<file path="src/rtl/dag_addr_gen.sv">
// Data address generator: eight I/M/L/B register sets, pre/post-modify addressing and a
// universal-register read/write port. Circular buffering (L/B) is built only with DAG_CIRC_BUF_EN.
module dag_addr_gen #(
    parameter int AW = 16
) (
    input  logic          clk,
    input  logic          rst,
    input  logic          ps_dg_en,
    input  logic          ps_dg_dgsclt,
    input  logic          ps_dg_mdfy,
    input  logic [2:0]    ps_dg_iadd,
    input  logic [2:0]    ps_dg_madd,
    input  logic [AW-1:0] ps_dg_immdt,
    input  logic          ps_dg_wrt_en,
    input  logic [4:0]    ps_dg_wrt_add,
    input  logic [4:0]    ps_dg_rd_add,
    input  logic [AW-1:0] bc_dt,
    output logic [AW-1:0] dg_dm_add,
    output logic [AW-1:0] dg_ps_add,
    output logic          dg_vld,
    output logic [AW-1:0] dg_bc_dt
);

    logic [AW-1:0] i_q [8];
    logic [AW-1:0] i_d [8];
    logic [AW-1:0] m_q [8];
    logic [AW-1:0] m_d [8];
`ifdef DAG_CIRC_BUF_EN
    logic [AW-1:0] l_q [8];
    logic [AW-1:0] l_d [8];
    logic [AW-1:0] b_q [8];
    logic [AW-1:0] b_d [8];
`endif
    logic [AW-1:0] addr_q, addr_d;
    logic          vld_q, vld_d;

    logic [AW-1:0] cur_i;
    logic [AW-1:0] mod_val;
    logic [AW-1:0] sum;
    logic [AW-1:0] wrapped;
    logic [2:0]    wr_idx;
    logic [2:0]    rd_idx;

    assign wr_idx = ps_dg_wrt_add[2:0];
    assign rd_idx = ps_dg_rd_add[2:0];

    always_comb begin
        cur_i   = i_q[ps_dg_iadd];
        mod_val = ps_dg_dgsclt ? ps_dg_immdt : m_q[ps_dg_madd];
        sum     = cur_i + mod_val;
        wrapped = sum;
`ifdef DAG_CIRC_BUF_EN
        // Direction of the wrap follows the sign of the modifier, not of the sum.
        if (l_q[ps_dg_iadd] != '0) begin
            if (!mod_val[AW-1] &&
                ({1'b0, sum} >= ({1'b0, b_q[ps_dg_iadd]} + {1'b0, l_q[ps_dg_iadd]})))
                wrapped = sum - l_q[ps_dg_iadd];
            else if (mod_val[AW-1] && (sum < b_q[ps_dg_iadd]))
                wrapped = sum + l_q[ps_dg_iadd];
        end
`endif
    end

    always_comb begin
        i_d    = i_q;
        m_d    = m_q;
`ifdef DAG_CIRC_BUF_EN
        l_d    = l_q;
        b_d    = b_q;
`endif
        addr_d = addr_q;
        vld_d  = ps_dg_en;
        if (ps_dg_en) begin
            if (ps_dg_mdfy) begin
                addr_d = wrapped;
            end else begin
                addr_d = cur_i;
                i_d[ps_dg_iadd] = wrapped;
            end
        end
        // Register-file writes come last so they override a post-modify update of the same I.
        if (ps_dg_wrt_en) begin
            case (ps_dg_wrt_add[4:3])
                2'b00: i_d[wr_idx] = bc_dt;
                2'b01: m_d[wr_idx] = bc_dt;
`ifdef DAG_CIRC_BUF_EN
                2'b10: l_d[wr_idx] = bc_dt;
                2'b11: begin
                    b_d[wr_idx] = bc_dt;
                    i_d[wr_idx] = bc_dt;
                end
`endif
                default: ;
            endcase
        end
    end

    always_ff @(posedge clk) begin
        if (rst) begin
            for (int k = 0; k < 8; k++) begin
                i_q[k] <= '0;
                m_q[k] <= '0;
`ifdef DAG_CIRC_BUF_EN
                l_q[k] <= '0;
                b_q[k] <= '0;
`endif
            end
            addr_q <= '0;
            vld_q  <= 1'b0;
        end else begin
            i_q    <= i_d;
            m_q    <= m_d;
`ifdef DAG_CIRC_BUF_EN
            l_q    <= l_d;
            b_q    <= b_d;
`endif
            addr_q <= addr_d;
            vld_q  <= vld_d;
        end
    end

    always_comb begin
        dg_bc_dt = '0;
        case (ps_dg_rd_add[4:3])
            2'b00: dg_bc_dt = i_q[rd_idx];
            2'b01: dg_bc_dt = m_q[rd_idx];
`ifdef DAG_CIRC_BUF_EN
            2'b10: dg_bc_dt = l_q[rd_idx];
            2'b11: dg_bc_dt = b_q[rd_idx];
`endif
            default: dg_bc_dt = '0;
        endcase
`ifdef DAG_CIRC_BUF_EN
        if (ps_dg_wrt_en && (ps_dg_wrt_add == ps_dg_rd_add))
            dg_bc_dt = bc_dt;
        if (ps_dg_wrt_en && (ps_dg_wrt_add[4:3] == 2'b11) &&
            (ps_dg_rd_add[4:3] == 2'b00) && (wr_idx == rd_idx))
            dg_bc_dt = bc_dt;
`else
        if (ps_dg_wrt_en && !ps_dg_wrt_add[4] && (ps_dg_wrt_add == ps_dg_rd_add))
            dg_bc_dt = bc_dt;
`endif
    end

    assign dg_dm_add = addr_q;
    assign dg_ps_add = addr_q;
    assign dg_vld    = vld_q;

endmodule

</file>
<file path="config.mk">
export PLATFORM = sky130hd
export DESIGN_NAME = dag_addr_gen
export DESIGN_NICKNAME = d
export VERILOG_FILES = /design/src/rtl/dag_addr_gen.sv
export SDC_FILE = /design/constraint.sdc
export NUM_CORES = 1
export LEC_CHECK = 0
export ABC_AREA = 1
export BUFFER_PORTS_ARGS = -buffer_cell sky130_fd_sc_hd__buf_2
export CORE_ASPECT_RATIO = 0.6
export CORE_MARGIN = 2
export CORE_UTILIZATION = 40
export DETAILED_ROUTE_END_ITERATION = 6
export PLACE_DENSITY = 0.6
export SKIP_LAST_GASP = 1
export SYNTH_ARGS = -nofsm -noshare
export SYNTH_HDL_FRONTEND = slang
export SYNTH_SLANG_ARGS = --single-unit
</file>
<file path="constraint.sdc">
create_clock -name clk -period 3.8 [get_ports clk]
set_clock_uncertainty 0.05 [all_clocks]
set_input_delay 0.19 -clock clk [delete_from_list [all_inputs] [get_ports clk]]
set_output_delay 0.19 -clock clk [all_outputs]
set_load 0.1 [all_outputs]
</file>
* Word-level counts from Yosys, hierarchy flattened
Cells that the tools add are included.
** Word-level totals
- Register bits after elaboration :: 273
- Output and inout port bits :: 49
- Logic and storage cells :: 67
** Operators by class
- Add/sub/neg operators :: 1
- $lt $le $gt $ge :: 6
- Equality and inequality tests :: 3
- Multiplexer cells :: 27
- Bitwise gates (word level) :: 4
- Reduce and logical (&&, ||, !) cells :: 8
** Operators with widths (number)
- 128-bit two-way mux :: 4
- 128-bit bitwise mux :: 3
- 16-bit two-way mux :: 13
- 16-bit binary-select mux with 3-bit select :: 4
- 16-bit demux with 3-bit select :: 2
- 16-bit case mux with 2 select lines :: 1
- 16-bit adder :: 1
- 4-bit >= comparator, second input constant :: 4
- 3-bit NOT with 4-bit output :: 4
- 4-bit by 1-bit < comparator with 1-bit output, second input constant :: 2
- 5-bit equality test :: 1
- 2-bit by 1-bit equality test with 1-bit output, second input constant :: 2
- 1-bit logical AND :: 4
- 2-bit logical NOT :: 2
- 2-bit AND reduction :: 1
- 1-bit logical NOT :: 1

* Depth between registers and ports, before layout
Gate-level depths: netlist (run 1).
- Depth in word-level cells :: 12
- Depth in mapped cells :: 21
- Gate-level depth less buffers :: 20

* Worst setup path after synthesis (run 1)
OpenSTA, ideal clock, no wires.
- Path kind :: input port to output port
- Start :: input port ps_dg_rd_add[1]
- End :: output port dg_bc_dt[1]
- Arrival time :: 3155 ps
- Data required time :: 3560 ps
- Slack :: 405 ps
- Cell stages on the path :: 7
- Path through :: buf_2 > inv_1 > o22ai_1 > nor4_1 > nand2_1 > clkbuf_1 > o21ai_0
** On the way
- Cells in the longest elaborated chain, start to end :: 6
** Ends and longest elaborated chain
- start, declared :: line 16 : input logic [4:0] ps_dg_rd_add,
- 3-bit NOT with 4-bit output (not written as such) :: line 125, 126
- 16-bit binary-select mux with 3-bit select, on equally long branches :: line 126, 125
- 16-bit two-way mux, on equally long branches (2 in series) :: line 126, 125
- 16-bit case mux with 2 select lines :: line 124 : case (ps_dg_rd_add[4:3])
- 16-bit two-way mux (*) :: line 140 : if (ps_dg_wrt_en && !ps_dg_wrt_add[4] && (ps_dg_wrt_add == ps_dg_rd_add))
- end, declared :: line 21 : output logic [AW-1:0] dg_bc_dt
Every way passes the cells marked *; elsewhere a longest branch is shown, timed or not. The select of a mux whose other input is x is not followed.

* Worst setup path in the final report (run 1)
- Start :: register i_q[0] in the netlist's numbering
- End :: register i_q[126] in the netlist's numbering
** On the way
- Cells in the longest elaborated chain, start to end :: 10
** Ends and longest elaborated chain
- start, declared :: line 24 : logic [AW-1:0] i_q [8];
- start signal, assigned :: line 111 : i_q <= i_d;
- 16-bit binary-select mux with 3-bit select (*) :: line 48 : cur_i = i_q[ps_dg_iadd];
- 16-bit two-way mux (not written as such) (*) (2 in series) :: line 48
- 16-bit adder (*) :: line 50 : sum = cur_i + mod_val;
- 128-bit bitwise mux (*) :: line 78 : i_d[ps_dg_iadd] = wrapped;
- 128-bit two-way mux (*) :: line 74 : if (ps_dg_mdfy) begin
- 128-bit two-way mux (*) :: line 73 : if (ps_dg_en) begin
- 128-bit bitwise mux :: line 84 : 2'b00: i_d[wr_idx] = bc_dt;
- 128-bit two-way mux :: line 83 : case (ps_dg_wrt_add[4:3])
- 128-bit two-way mux (*) :: line 82 : if (ps_dg_wrt_en) begin
Marks and branches as above.
A chain may end at the register's enable or synchronous reset.

==> reports/qor.csv, run 1 <==
metric,value,unit
status,"finished, violations left",
violations,design-rule violations,
yosysWarningCount,0,
vias_per_cell,6.26,
slew_headroom,32.8,%
cp_data_arrival_time,3640,ps
drive_above_1_share,11.3,%
timing.final.max_slew_violations,0,
busiest_layer,met1,
syn-num-nets,2575,
antenna_cells,0,
finalSetupTns,0,ps
hold_ws,27.1,ps
ir_drop,0.000300,V
gr-usage-met3,8.30,%
area_growth,12.4,%
die-area,0.0427,mm²
rsz0062_at_grt,no,
dpl.hpwl,48500,µm
finalInstanceArea,0.0184,mm²
fillers,4175,
coreArea,0.0404,mm²
antenna_found_initial,5,
start_util,40.5,%
gr-usage-all-layers,33.0,%
cts.repair.resized,0,
ctsHtreeMaxLevel,1,
dr_total_vias,19100,
io_buffers,102,
period_minus_slack,3170,ps
synth_edf_count,0,
yosys.area.top_type,dfxtp_1,
layout.cells.non_filler,3048,
cts-root-buf,clkbuf_16,
hold_path_class,primary input to flip-flop,
p_per_area,411,mW/mm²
fmax,316,MHz
grt_pass1_vias,17000,
worst_setup_path_start_kind,flip-flop,
synth_top_area_share,33.3,%
routed_wl,73000,µm
place_congestion,0.990,
multi_input_area,0.00912,mm²
ys_seq_elements,273,
place_inst,2991,
grt_overflow_total,0,
synth_ff_type,dfxtp_1,
firstDrtPassIters,7,
std_cell_rows,57,
num-nets-final,2569,
clock_latency,590,ps
cts.sinks,273,
synth_seq_area_share,33.3,%
postRouteAntennaNets,0,
path_class,flip-flop to flip-flop,
end_kind,flip-flop,
tightestPinTransition,1010,ps
ios,103,
power.total,7.57,mW
cts_buffer_depth,3,
cts_tree,yes,
critPathRequiredTime,4270,ps
use_met2,45.8,%
drv_cap,0,
place_area,0.0174,mm²
period_share,83.4,%
drt_iter0_drc,3094,
drcViolationCount,1,
grt_pass1_wl,108000,µm
fp.dieH,161,µm
die_x,265,µm
synth_most_common_cell,o21ai_0,
hold_violations,0,
regArea,0.00547,mm²
yosys-top-cells-count,"482 x o21ai_0, 459 x a21oi_1, 281 x nand2_1",
grt_max_degree,159,
synthDistinctLibCells,46,
async_reset_ff_share,0,%
met1_usage,49.1,%
syn_inst,2505,
yosys-top-cells-area,"dfxtp_1 33%, o21ai_0 15%, a21oi_1 14%",
syn_area,0.0164,mm²
wl_per_cell,24.0,µm
cts_buffers,29,
cts.clk_slew.worst_paths,70,ps
p_leak,7.09,nW
syn_avg_cell_area,6.54,µm²
critPathMaxFanout,9,
finalSetupViolCount,0,
[through the flow]
stage	utilization, %	setup slack (ps)
6_report	45.5	632
5_1_grt	45.5	371
4_1_cts	45.5	740
3_5_place_dp	43.0	276
3_3_place_gp	43.0	375
2_1_floorplan	-	405
[worst paths after layout]
kind / startpoint / end / slack [ps] / cells past startpoint
hold / removal: bc_dt[12] / m_q[60]$_SDFFE_PP0P_ / 30 / 3
hold reg to reg: m_q[107]$_SDFFE_PP0P_ / m_q[107]$_SDFFE_PP0P_ / 420 / 2
setup / recovery: i_q[0]$_SDFF_PP0_ / i_q[126]$_SDFF_PP0_ / 630 / 17
setup reg to reg: i_q[0]$_SDFF_PP0_ / i_q[126]$_SDFF_PP0_ / 630 / 17
[worst max-delay path: stages (launching register included)]
cell,delay (ps)
dfxtp_1,380
inv_1,60
a21oi_1,110
o21ai_0,90
nand2_1,110
a21oi_1,60
o211ai_1,140
ha_1,230
inv_1,70
fa_1,450
nand3b_1,170
nand2_1,250
nand2_1,80
nand2_1,130
nand2_1,100
nand3b_1,300
nand3_1,160
a21oi_1,160
[cells in the final DEF (no fill, tap or decap), types with 5 or more instances in the layout]
master         Yosys  layout
buf_2             53      84
ha_1              15      15
o21ai_1           13      13
a22oi_1            8       8
nand2_1          281     281
inv_1            186     184
nand3_1          173     173
a221oi_1          23      23
nor2_2             3      12
nor2_1           189     180
clkbuf_16          0      29
o211ai_1          60      60
o221ai_1          16      16
or2_2              5       5
dfxtp_1          273     273
a31oi_1           14      14
inv_2             21      22
dlygate4sd3_1      0       8
buf_12             0      21
clkbuf_1         122       5
a21oi_1          459     459
nand3b_1           7       7
o21ai_0          482     482
buf_4             28      66
o22ai_1           10      10
clkinv_2           1       5
nand2_2           11      11
clkbuf_8           0       9
nand3_2            5       5
[registers in the layout, summed over array words and instances (netlist names)]
signal / cells
m_q: 128
dg_dm_add: 16
dg_vld: 1
i_q: 128
[timing repair]
item,CTS,global route
hold endpoints to repair,29,0
hold buffers,8,0
buffers inserted,0,0
[power by group]
group / switching, mW / internal, mW / leakage (nW)
Sequential: 0.0521 / 2.93 / 2.21
Clock: 1.27 / 1.63 / 0.462
Combinational: 1.26 / 0.430 / 4.42
[area by class of cell]
cell class	instances	area share, %
well taps	531	3.61
clock buffers	43	4.72
repair buffers	180	7.75
clock inverters	6	0.319
flip-flops and latches	273	29.7
inverters	213	4.38
multi-input cells	1802	49.5
[logic make-up after synthesis]
group | Yosys count | share of synthesized area, %
AO/OA/AOI/OAI | 1090 | 35.5
XOR/XNOR | 5 | 0.313
flip-flops | 273 | 33.3
adder cells (fa/ha/maj) | 16 | 1.27
buffers and inverters | 430 | 11.1
AND/OR/NAND/NOR | 691 | 18.4
[routing by layer]
metal,vias to the layer above,part of all wire (%)
met5,-,0.032
met4,4,3.9
met3,230,15
met2,1395,39
met1,8837,42
li1,8615,-
(Power assumes the default switching activity.)
==> inputs of run 2 (changes only) <==
--- a/config.mk
+++ b/config.mk
@@ -11,7 +11,7 @@
 export CORE_MARGIN = 2
 export CORE_UTILIZATION = 40
 export DETAILED_ROUTE_END_ITERATION = 6
-export PLACE_DENSITY = 0.6
+export PLACE_DENSITY = 0.63
 export SKIP_LAST_GASP = 1
 export SYNTH_ARGS = -nofsm -noshare
 export SYNTH_HDL_FRONTEND = slang
==> constraint.sdc (replaced) <==
create_clock -name clk -period 2.8 [get_ports clk]
set_clock_uncertainty 0.05 [all_clocks]
set_input_delay 0.14 -clock clk [delete_from_list [all_inputs] [get_ports clk]]
set_output_delay 0.14 -clock clk [all_outputs]
set_load 0.1 [all_outputs]
==> run 2 against run 1 <==
  * The flow now finishes without violations
  * Sequential power up 35%
  * Routed wire length up 3.7%
  * Clock power up 37%
  * Largest power group unchanged
  * Critical endpoint is now i_q[44]$_SDFF_PP0_
==> reports/qor.csv, run 2 (synthesis gave the netlist of run 1 again) <==
metric,value,unit
coreArea,0.0404,mm²
io_buffers,102,
ir_drop,0.000374,V
firstDrtPassIters,6,
layout_commonest_cell,o21ai_0,
drt_iter0_drc,3227,
met1_usage,49.4,%
power.total,10.6,mW
fmax,368,MHz
setup_ws,84.0,ps
p_leak,7.73,nW
place_congestion,1.04,
busiest_layer,met1,
critPathMaxFanout,8,
grt_pass1_wl,110000,µm
grt_pass1_vias,17500,
place_inst,3100,
final_util,48.8,%
hold_path_class,primary input to flip-flop,
wl_per_cell,23.9,µm
fp.dieH,161,µm
cts.sinks,273,
die-area,0.0427,mm²
cts-root-buf,clkbuf_16,
cp_data_arrival_time,3180,ps
area_growth,20.5,%
num-nets-final,2688,
tightestPinTransition,1010,ps
layout.cells.non_filler,3172,
cts_buffers,28,
period_share,97.0,%
die_x,265,µm
ios,103,
path_class,flip-flop to flip-flop,
finalSetupViolCount,0,
drive_above_1_share,16.9,%
p_per_area,538,mW/mm²
slew_headroom,32.9,%
std_cell_rows,57,
worst_setup_path_start_kind,flip-flop,
ctsHtreeMaxLevel,1,
use_met2,46.1,%
cts.clk_slew.worst_paths,60,ps
end_kind,flip-flop,
final_cell_mix,"476 x o21ai_0, 448 x a21oi_1, 270 x dfxtp_1",
dp_slack,-307,ps
status,finished clean,
period_minus_slack,2720,ps
dpl.hpwl,50200,µm
drv_cap,0,
antenna_found_initial,2,
cts_buffer_depth,3,
cts_tree,yes,
grt_max_degree,116,
clock_latency,590,ps
gr-usage-all-layers,34.0,%
routed_wl,75700,µm
drcViolationCount,0,
critPathRequiredTime,3270,ps
postRouteAntennaNets,0,
vias_per_cell,6.20,
timing.final.max_slew_violations,0,
hold_violations,0,
grt_overflow_total,0,
dr_total_vias,19700,
start_util,40.5,%
gr-usage-met3,10.7,%
rsz0062_at_grt,yes,
[run 2: changes by cell type in the layout (fill, tap and decap cells not counted), sizes merged]
| cell | before | now |
|---|---|---|
| buf | 172 | 282 |
| bufinv | 1 | 2 |
| clkbuf | 43 | 45 |
| clkinv | 9 | 8 |
| diode | 0 | 3 |
| dlygate4sd3 | 8 | 17 |
| inv | 209 | 208 |
| or2 | 5 | 6 |
[run 2: layout make-up]
cell class | instances | area [µm²]
Antenna cell | 3 | 7.51
Clock buffer | 45 | 846
Clock inverter | 5 | 75.1
Fill cell | 4040 | 20700
Inverter | 213 | 806
Multi-Input combinational cell | 1803 | 9360
Sequential cell | 273 | 5470
Tap cell | 531 | 664
Timing Repair Buffer | 299 | 2510
[run 2: worst paths after layout]
check / startpoint / endpoint / slack (ps) / cells past startpoint
worst max-delay path: m_q[80]$_SDFFE_PP0P_ / i_q[44]$_SDFF_PP0_ / 80 / 15
worst min-delay path: ps_dg_mdfy / dg_dm_add[5]$_SDFFE_PP0P_ / 70 / 5
worst max register to register: m_q[80]$_SDFFE_PP0P_ / i_q[44]$_SDFF_PP0_ / 80 / 15
worst min register to register: m_q[37]$_SDFFE_PP0P_ / m_q[37]$_SDFFE_PP0P_ / 430 / 2
[run 2: power by group]
group / switching (mW) / leakage [nW] / internal, mW
Sequential: 0.0694 / 2.21 / 3.98
Combinational: 1.80 / 5.07 / 0.820
Clock: 1.73 / 0.452 / 2.23
[run 2: per-layer routing]
layer / vias up / routed length [µm]
met2: 1460 / 29300
met3: 227 / 11200
met1: 9100 / 32100
met5: - / 0
met4: 0 / 3060
li1: 8878 / -
[run 2: critical path, stage by stage (launching register included)]
cell and delay, ps:
dfxtp_1 350, o21ai_0 90, a21oi_1 190, o221ai_2 150, nand2_2 130, ha_4 130, inv_1 50, fa_2 330
nand3b_1 180, nand2_2 120, buf_6 130, nand4_1 120, nand4_1 190, buf_6 170, nand3_1 100, a21oi_1 160
[run 2: stage by stage]
stage / setup TNS [ps] / hold slack [ps] / instance area (µm²)
floorplan: -2610 / 242 / 16400
global placement: -11900 / 386 / 18400
detailed placement: -16330 / 387 / 18400
CTS: 0 / 63.0 / 19500
global route: -228 / 99.7 / 19700
finish: 0 / 72.4 / 19700
[run 2: repair_timing]
action                     in CTS  in global routing
pin swaps                       6                 18
buffers inserted                0                  1
hold buffers                   17                  0
gates cloned                    0                  1
resized for setup              15                 53
setup endpoints to repair      52                 99
hold endpoints to repair       84                  0
